`src/rtl/fifo_pkg.sv`:
```
// ---------------------------------------------------------------------------
// fifo_pkg
// Shared defaults and helpers for the parametrised synchronous FIFO.
//   DEF_DATA_W : default data word width
//   DEF_DEPTH  : default number of entries
//   ptr_w()    : pointer width for a given depth
// ---------------------------------------------------------------------------
package fifo_pkg;

    localparam int DEF_DATA_W = 8;
    localparam int DEF_DEPTH  = 16;

    function automatic int ptr_w(input int depth);
        return $clog2(depth);
    endfunction

endpackage

```
`src/rtl/fifo_sync_param_if.sv`:
```
// ---------------------------------------------------------------------------
// fifo_sync_param_if
// Producer/consumer bus of fifo_sync_param.
//   master : drives wr_en, wr_data, rd_en, clr_err; observes read data/status
//   slave  : the FIFO side (opposite directions)
// Handshake: a write is taken on a rising clk edge when wr_en=1 and full=0;
// a read is taken when rd_en=1 and empty=0. There is no back-pressure other
// than full/empty; refused requests only set the sticky error flags.
// ---------------------------------------------------------------------------
interface fifo_sync_param_if
    import fifo_pkg::*;
#(
    parameter int DATA_W = DEF_DATA_W,
    parameter int DEPTH  = DEF_DEPTH
);
    localparam int CW = ptr_w(DEPTH) + 1;

    logic              wr_en;
    logic [DATA_W-1:0] wr_data;
    logic              rd_en;
    logic              clr_err;
    logic [DATA_W-1:0] rd_data;
    logic              rd_valid;
    logic              full;
    logic              empty;
    logic              almost_full;
    logic              almost_empty;
    logic [CW-1:0]     count;
    logic              overflow;
    logic              underflow;

    modport master (
        output wr_en, wr_data, rd_en, clr_err,
        input  rd_data, rd_valid, full, empty, almost_full, almost_empty,
               count, overflow, underflow
    );

    modport slave (
        input  wr_en, wr_data, rd_en, clr_err,
        output rd_data, rd_valid, full, empty, almost_full, almost_empty,
               count, overflow, underflow
    );

endinterface

```
`src/rtl/fifo_mem.sv`:
```
// ---------------------------------------------------------------------------
// fifo_mem
// Simple dual-port register array: one synchronous write port, one
// asynchronous read port. Contents are never reset.
//   i_clk   : clock, rising edge
//   i_we    : write enable
//   i_waddr : write address
//   i_wdata : write data
//   i_raddr : read address
//   o_rdata : read data (combinational from i_raddr)
// ---------------------------------------------------------------------------
module fifo_mem
    import fifo_pkg::*;
#(
    parameter int DATA_W = DEF_DATA_W,
    parameter int DEPTH  = DEF_DEPTH
) (
    input  logic                       i_clk,
    input  logic                       i_we,
    input  logic [ptr_w(DEPTH)-1:0]    i_waddr,
    input  logic [DATA_W-1:0]          i_wdata,
    input  logic [ptr_w(DEPTH)-1:0]    i_raddr,
    output logic [DATA_W-1:0]          o_rdata
);

    logic [DATA_W-1:0] r_mem [DEPTH];

    always_ff @(posedge i_clk) begin
        if (i_we) begin
            r_mem[i_waddr] <= i_wdata;
        end
    end

    // DEPTH is a power of two, so every address value is a valid entry.
    assign o_rdata = r_mem[i_raddr];

endmodule

```
`src/rtl/fifo_sync_param.sv`:
```
// ---------------------------------------------------------------------------
// fifo_sync_param
// Parametrised single-clock FIFO with occupancy count, programmable
// almost-full/almost-empty thresholds and sticky overflow/underflow flags.
//   clk : clock, rising edge
//   rst : synchronous, active-high reset
//   bus : fifo_sync_param_if.slave (write/read requests, data, status)
// Build option FIFO_FWFT_EN: when defined, rd_data shows the head word
// combinationally and rd_valid = !empty (first-word-fall-through); when
// undefined, rd_data is registered one cycle after an accepted read and
// rd_valid pulses for that cycle.
// ---------------------------------------------------------------------------
module fifo_sync_param
    import fifo_pkg::*;
#(
    parameter int DATA_W    = DEF_DATA_W,
    parameter int DEPTH     = DEF_DEPTH,
    parameter int AF_THRESH = DEPTH - 2,
    parameter int AE_THRESH = 2
) (
    input  logic                 clk,
    input  logic                 rst,
    fifo_sync_param_if.slave     bus
);

    localparam int PW = ptr_w(DEPTH);
    localparam int CW = PW + 1;

    localparam logic [CW-1:0] DEPTH_C = CW'(DEPTH);
    localparam logic [CW-1:0] AF_C    = CW'(AF_THRESH);
    localparam logic [CW-1:0] AE_C    = CW'(AE_THRESH);

    // Static configuration checks, evaluated at elaboration.
    if (DATA_W < 1) begin : g_bad_width
        $error("fifo_sync_param: DATA_W must be >= 1");
    end
    if (DEPTH < 2 || (DEPTH & (DEPTH - 1)) != 0) begin : g_bad_depth
        $error("fifo_sync_param: DEPTH must be a power of two >= 2");
    end
    if (AF_THRESH < 0 || AF_THRESH > DEPTH) begin : g_bad_af
        $error("fifo_sync_param: AF_THRESH outside 0..DEPTH");
    end
    if (AE_THRESH < 0 || AE_THRESH > DEPTH) begin : g_bad_ae
        $error("fifo_sync_param: AE_THRESH outside 0..DEPTH");
    end

    logic [PW-1:0]     r_wr_ptr;
    logic [PW-1:0]     r_rd_ptr;
    logic [CW-1:0]     r_count;
    logic              r_overflow;
    logic              r_underflow;

    logic              w_full;
    logic              w_empty;
    logic              w_wr_acc;
    logic              w_rd_acc;
    logic [DATA_W-1:0] w_mem_rdata;

    assign w_full  = (r_count == DEPTH_C);
    assign w_empty = (r_count == '0);

    // Acceptance looks only at registered full/empty, never at the opposite
    // request, so a full FIFO refuses a write even when a read is taken.
    assign w_wr_acc = bus.wr_en && !w_full;
    assign w_rd_acc = bus.rd_en && !w_empty;

    fifo_mem #(
        .DATA_W (DATA_W),
        .DEPTH  (DEPTH)
    ) u_mem (
        .i_clk   (clk),
        .i_we    (w_wr_acc && !rst),
        .i_waddr (r_wr_ptr),
        .i_wdata (bus.wr_data),
        .i_raddr (r_rd_ptr),
        .o_rdata (w_mem_rdata)
    );

    // Pointers and occupancy; pointers roll over naturally at DEPTH.
    always_ff @(posedge clk) begin
        if (rst) begin
            r_wr_ptr <= '0;
            r_rd_ptr <= '0;
            r_count  <= '0;
        end else begin
            if (w_wr_acc) begin
                r_wr_ptr <= r_wr_ptr + 1'b1;
            end
            if (w_rd_acc) begin
                r_rd_ptr <= r_rd_ptr + 1'b1;
            end
            case ({w_wr_acc, w_rd_acc})
                2'b10:   r_count <= r_count + 1'b1;
                2'b01:   r_count <= r_count - 1'b1;
                default: r_count <= r_count;
            endcase
        end
    end

    // Sticky error flags; a set in the same cycle as clr_err wins.
    always_ff @(posedge clk) begin
        if (rst) begin
            r_overflow  <= 1'b0;
            r_underflow <= 1'b0;
        end else begin
            if (bus.wr_en && w_full) begin
                r_overflow <= 1'b1;
            end else if (bus.clr_err) begin
                r_overflow <= 1'b0;
            end
            if (bus.rd_en && w_empty) begin
                r_underflow <= 1'b1;
            end else if (bus.clr_err) begin
                r_underflow <= 1'b0;
            end
        end
    end

`ifdef FIFO_FWFT_EN
    // Head word is always on display; rd_en pops it.
    assign bus.rd_data  = w_mem_rdata;
    assign bus.rd_valid = !w_empty;
`else
    logic [DATA_W-1:0] r_rd_data;
    logic              r_rd_valid;

    // rd_data holds its last value between accepted reads.
    always_ff @(posedge clk) begin
        if (rst) begin
            r_rd_data  <= '0;
            r_rd_valid <= 1'b0;
        end else begin
            r_rd_valid <= w_rd_acc;
            if (w_rd_acc) begin
                r_rd_data <= w_mem_rdata;
            end
        end
    end

    assign bus.rd_data  = r_rd_data;
    assign bus.rd_valid = r_rd_valid;
`endif

    assign bus.full         = w_full;
    assign bus.empty        = w_empty;
    assign bus.almost_full  = (r_count >= AF_C);
    assign bus.almost_empty = (r_count <= AE_C);
    assign bus.count        = r_count;
    assign bus.overflow     = r_overflow;
    assign bus.underflow    = r_underflow;

endmodule

```
`src/flat_wrapper.sv`:
```
// flat-port wrapper written by rule: the top's interface ports become plain ports
module fifo_sync_param_flat import fifo_pkg::*;
#(
    parameter int DATA_W    = DEF_DATA_W,
    parameter int DEPTH     = DEF_DEPTH,
    parameter int AF_THRESH = DEPTH - 2,
    parameter int AE_THRESH = 2
)
  (clk, rst, bus_wr_en, bus_wr_data, bus_rd_en, bus_clr_err, bus_rd_data, bus_rd_valid, bus_full, bus_empty, bus_almost_full, bus_almost_empty, bus_count, bus_overflow, bus_underflow);
  fifo_sync_param_if #(.DATA_W(DATA_W), .DEPTH(DEPTH)) bus_i ();
  input  logic clk;
  input  logic rst;
  input wire logic [$bits(bus_i.wr_en)-1:0] bus_wr_en;
  input wire logic [$bits(bus_i.wr_data)-1:0] bus_wr_data;
  input wire logic [$bits(bus_i.rd_en)-1:0] bus_rd_en;
  input wire logic [$bits(bus_i.clr_err)-1:0] bus_clr_err;
  output wire logic [$bits(bus_i.rd_data)-1:0] bus_rd_data;
  output wire logic [$bits(bus_i.rd_valid)-1:0] bus_rd_valid;
  output wire logic [$bits(bus_i.full)-1:0] bus_full;
  output wire logic [$bits(bus_i.empty)-1:0] bus_empty;
  output wire logic [$bits(bus_i.almost_full)-1:0] bus_almost_full;
  output wire logic [$bits(bus_i.almost_empty)-1:0] bus_almost_empty;
  output wire logic [$bits(bus_i.count)-1:0] bus_count;
  output wire logic [$bits(bus_i.overflow)-1:0] bus_overflow;
  output wire logic [$bits(bus_i.underflow)-1:0] bus_underflow;
  assign bus_i.wr_en = bus_wr_en;
  assign bus_i.wr_data = bus_wr_data;
  assign bus_i.rd_en = bus_rd_en;
  assign bus_i.clr_err = bus_clr_err;
  assign bus_rd_data = bus_i.rd_data;
  assign bus_rd_valid = bus_i.rd_valid;
  assign bus_full = bus_i.full;
  assign bus_empty = bus_i.empty;
  assign bus_almost_full = bus_i.almost_full;
  assign bus_almost_empty = bus_i.almost_empty;
  assign bus_count = bus_i.count;
  assign bus_overflow = bus_i.overflow;
  assign bus_underflow = bus_i.underflow;
  fifo_sync_param #(.DATA_W(DATA_W), .DEPTH(DEPTH), .AF_THRESH(AF_THRESH), .AE_THRESH(AE_THRESH)) u_core (.clk(clk), .rst(rst), .bus(bus_i));
endmodule
```
`config.mk`:
```
export PLATFORM = sky130hd
export DESIGN_NAME = fifo_sync_param_flat
export DESIGN_NICKNAME = d
export VERILOG_FILES = /design/src/rtl/fifo_pkg.sv /design/src/rtl/fifo_sync_param_if.sv /design/src/rtl/fifo_mem.sv /design/src/rtl/fifo_sync_param.sv /design/src/flat_wrapper.sv
export SDC_FILE = /design/constraint.sdc
export NUM_CORES = 1
export LEC_CHECK = 0
export BUFFER_PORTS_ARGS = -buffer_cell sky130_fd_sc_hd__buf_4
export CAP_MARGIN = 20
export CELL_PAD_IN_SITES_DETAIL_PLACEMENT = 1
export CELL_PAD_IN_SITES_GLOBAL_PLACEMENT = 2
export CORE_ASPECT_RATIO = 2
export CORE_MARGIN = 8
export CORE_UTILIZATION = 46
export DETAILED_ROUTE_END_ITERATION = 6
export PLACE_DENSITY_LB_ADDON = 0.1
export RECOVER_POWER = 100
export SLEW_MARGIN = 30
export SYNTH_ARGS = -nofsm -noshare
export SYNTH_HDL_FRONTEND = slang
export SYNTH_SLANG_ARGS = --single-unit
```
`constraint.sdc`:
```
create_clock -name clk -period 3.6 [get_ports clk]
set_input_delay 1.08 -clock clk [delete_from_list [all_inputs] [get_ports clk]]
set_output_delay 1.08 -clock clk [all_outputs]
set_load 0.05 [all_outputs]
```
==> flow_metrics.env <==
export IMPL_row_count=59
export IMPL_layout_drive_gt1_share=0.184
export IMPL_clock_sinks=152
export IMPL_multi_input_area_mm2=0.00167
export IMPL_synth_common_cells="128 x edfxtp_1, 37 x nor2_1, 32 x mux4_2"
export IMPL_gp_congestion=0.797
export IMPL_critPathLaunchType="flip-flop"
export IMPL_leakagePower_uw=0.00228
export IMPL_r2r_slack_ns=0.40
export IMPL_die_x_um=97.6
export IMPL_clkLatencyLatePin_ns=0.42
export IMPL_skew_ns=0.0101
export IMPL_syn_nets=370
export IMPL_regArea_mm2=0.00432
export IMPL_synth_area_mm2=0.00613
export IMPL_cp_max_fo=12
export IMPL_violations="max-capacitance violations, max-slew violations"
export IMPL_grt_pass1_wl_um=20300
export IMPL_reg2reg_from="u_core.bus.count[4]$_SDFFE_PP0P_"
export IMPL_nets=426
export IMPL_worstSetupPathType="reg2reg"
export IMPL_synth_seq_cells=152
export IMPL_yosysWarnings=0
export IMPL_hpwl_um=9300
export IMPL_grt_max_degree=36
export IMPL_max_vdd_ir_drop_v=0.000499
export IMPL_met2_usage=0.306
export IMPL_grt_total_usage=0.158
export IMPL_p_per_area_mw_per_mm2=714
export IMPL_hold_buffers=0
export IMPL_vias_per_cell=5.67
export IMPL_die_area_mm2=0.0175
export IMPL_cts_path_max_buffers=2
export IMPL_core_area_mm2=0.0130
export IMPL_required_ns=3.91
export IMPL_status="complete, but fails checks"
export IMPL_antenna_found_initial=0
export IMPL_netlist_area_leader_share=0.627
export IMPL_synth_area_leaders="edfxtp_1 63%, mux4_2 12%, dfxtp_1 7.8%, mux2i_1 2.8%, nor2_1 2.3%"
export IMPL_cp_endpoint="u_core.bus.count[4]$_SDFFE_PP0P_"
export IMPL_yosysMostFrequentCell="edfxtp_1"
export IMPL_drc=0
export IMPL_dr_pass1_iters=4
export IMPL_min_path_cells=2
export IMPL_path_clk_slew_ns=0.07
export IMPL_final_setup_tns_ns=0
export IMPL_cap_violations=1
export IMPL_synthDistinctLibCells=43
export IMPL_start_util=0.472
export IMPL_seq_area_frac_synth=0.705
export IMPL_io_buffers=32
export IMPL_cp_end_kind="flip-flop"
export IMPL_use_met1=0.156
export IMPL_hold_viol_final=0
export IMPL_holdWs_ns=0.517
export IMPL_synthCells=349
export IMPL_r2r_end="u_core.bus.count[4]$_SDFFE_PP0P_"
export IMPL_area_growth_pct=14.9
export IMPL_synth_flop_cell="edfxtp_1"
export IMPL_min_period_ns=3.20
export IMPL_finalMaxSlewViolations=23
export IMPL_via_count=3234
export IMPL_critPathLaunch="u_core.bus.count[4]$_SDFFE_PP0P_"
export IMPL_tritoncts="done"
export IMPL_fill_cells=1230
export IMPL_syn_avg_cell_area_um2=17.6
export IMPL_cts_max_level=4
export IMPL_cts_resized=0
export IMPL_rsz0062_at_grt="false"
export IMPL_grt_overflow_total=0
export IMPL_ioPinCount=33
export IMPL_post_place_ws_ns=0.278
export IMPL_die_y_um=179
export IMPL_first_global_vias=3530
export IMPL_fin_crit_sh=0.890
export IMPL_use_met3=0.0405
export IMPL_cts_root_buf="clkbuf_16"
export IMPL_numCtsBuffers=17
export IMPL_wl_per_cell_um=22.9
export IMPL_tightest_slew_ns=1.50
export IMPL_ant_nets=0
export IMPL_async_flop_share=0
export IMPL_drt_iter0_drc=176
export IMPL_busiest_layer="met2"
export IMPL_ff2ff_path_depth=12
export IMPL_cp_arrival_ns=3.51
export IMPL_hp_class="reg2reg"
export IMPL_diodes=0
export IMPL_fin_ws_ns=0.396
export IMPL_synth_edf_count=128
export IMPL_cts_setup_buffers=0
export IMPL_fmax_mhz=312
export IMPL_wl_um=13100
export IMPL_netlist_top_cell_by_area="edfxtp_1"
export IMPL_setup_viol=0
export IMPL_relSlewSlack=-0.00293
==> placed cells by master, fill, tap and decap left out, types with 2 or more instances in the layout <==
| cell | instances |
|---|---|
| a21oi_1 | 8 |
| and3_1 | 2 |
| buf_4 | 7 |
| bufinv_16 | 2 |
| clkbuf_1 | 48 |
| clkbuf_16 | 17 |
| clkinv_4 | 2 |
| dfxtp_1 | 24 |
| edfxtp_1 | 128 |
| ha_1 | 8 |
| inv_1 | 7 |
| inv_6 | 7 |
| inv_8 | 3 |
| mux2i_1 | 17 |
| mux4_2 | 32 |
| nand2_1 | 12 |
| nand3b_1 | 10 |
| nand4_1 | 2 |
| nor2_1 | 37 |
| nor2b_1 | 3 |
| nor3_1 | 2 |
| nor4_1 | 2 |
| o221ai_1 | 8 |
| or3_1 | 3 |
| xnor2_1 | 3 |
| xor2_1 | 6 |
==> per-layer routing <==
layer  up-vias  wire length [µm]
met2        50              7700
li1       1482                 -
met5         -                 0
met1      1693              4800
met4         0               148
met3         9               422
==> area by class of cell <==
cell class,instances,area share
timing repair buffer,55,0.0330
inverter,8,0.00426
clock buffer,17,0.0604
sequential,152,0.614
tap,152,0.0270
multi-input combinational,171,0.236
clock inverter,15,0.0252
==> logic make-up (layout without fill, tap and decap cells) <==
group / Yosys count / count (layout) / share of synthesized area
compound gates: 24 / 24 / 0.0298
xor+xnor: 9 / 9 / 0.0129
fa+ha+maj: 8 / 8 / 0.0163
buf+inv: 26 / 95 / 0.0212
flops: 152 / 152 / 0.705
mux: 49 / 49 / 0.145
simple gates: 81 / 81 / 0.0692
==> report_power, final <==
group | switching [µW] | internal, µW
Clock | 752 | 1050
Sequential | 117 | 2010
Combinational | 747 | 358
Total | 1620 | 3420
==> registers in the layout (all words and copies together) (netlist names) <==
| signal | cells |
|---|---|
| u_core.bus.count | 5 |
| u_core.bus.overflow | 1 |
| u_core.bus.rd_data | 8 |
| u_core.bus.rd_valid | 1 |
| u_core.bus.underflow | 1 |
| u_core.r_rd_ptr | 4 |
| u_core.r_wr_ptr | 4 |
| u_core.u_mem.r_mem | 128 |
==> through the flow <==
step	utilization	instance area, µm²	total power (µW)	std cells
after floorplan	-	6130	3030	349
after global placement	0.511	6640	3370	538
after detailed placement	0.511	6640	3400	538
after CTS	0.557	7240	5210	570
after global routing	0.542	7050	5240	570
final	0.542	7050	5030	570
==> worst max-delay path: stages, from the launching register on <==
cell       delay (ns)
dfxtp_1          0.38
or3_1            0.46
nor3_4           0.16
nand2b_4         0.26
inv_2            0.10
ha_1             0.31
xor2_1           0.19
ha_1             0.20
inv_1            0.11
o22ai_1          0.09
a211oi_1         0.41
a2111oi_0        0.14
a2111o_1         0.29
==> worst min-delay path by stage <==
| stage | start | to | slack (ns) |
|---|---|---|---|
| after global routing | u_core.bus.rd_data[7]$_SDFFE_PP0N_ | u_core.bus.rd_data[7]$_SDFFE_PP0N_ | 0.58 |
| after global placement | u_core.bus.rd_data[7]$_SDFFE_PP0N_ | u_core.bus.rd_data[7]$_SDFFE_PP0N_ | 0.51 |
| final | u_core.bus.rd_data[7]$_SDFFE_PP0N_ | u_core.bus.rd_data[7]$_SDFFE_PP0N_ | 0.52 |
| after detailed placement | u_core.bus.rd_data[7]$_SDFFE_PP0N_ | u_core.bus.rd_data[7]$_SDFFE_PP0N_ | 0.49 |
| after floorplan | u_core.r_rd_ptr[3]$_SDFFE_PP0N_ | u_core.r_rd_ptr[3]$_SDFFE_PP0N_ | 0.51 |
| after CTS | u_core.bus.rd_data[7]$_SDFFE_PP0N_ | u_core.bus.rd_data[7]$_SDFFE_PP0N_ | 0.52 |
No activity file was read; power rests on OpenSTA's default activity.
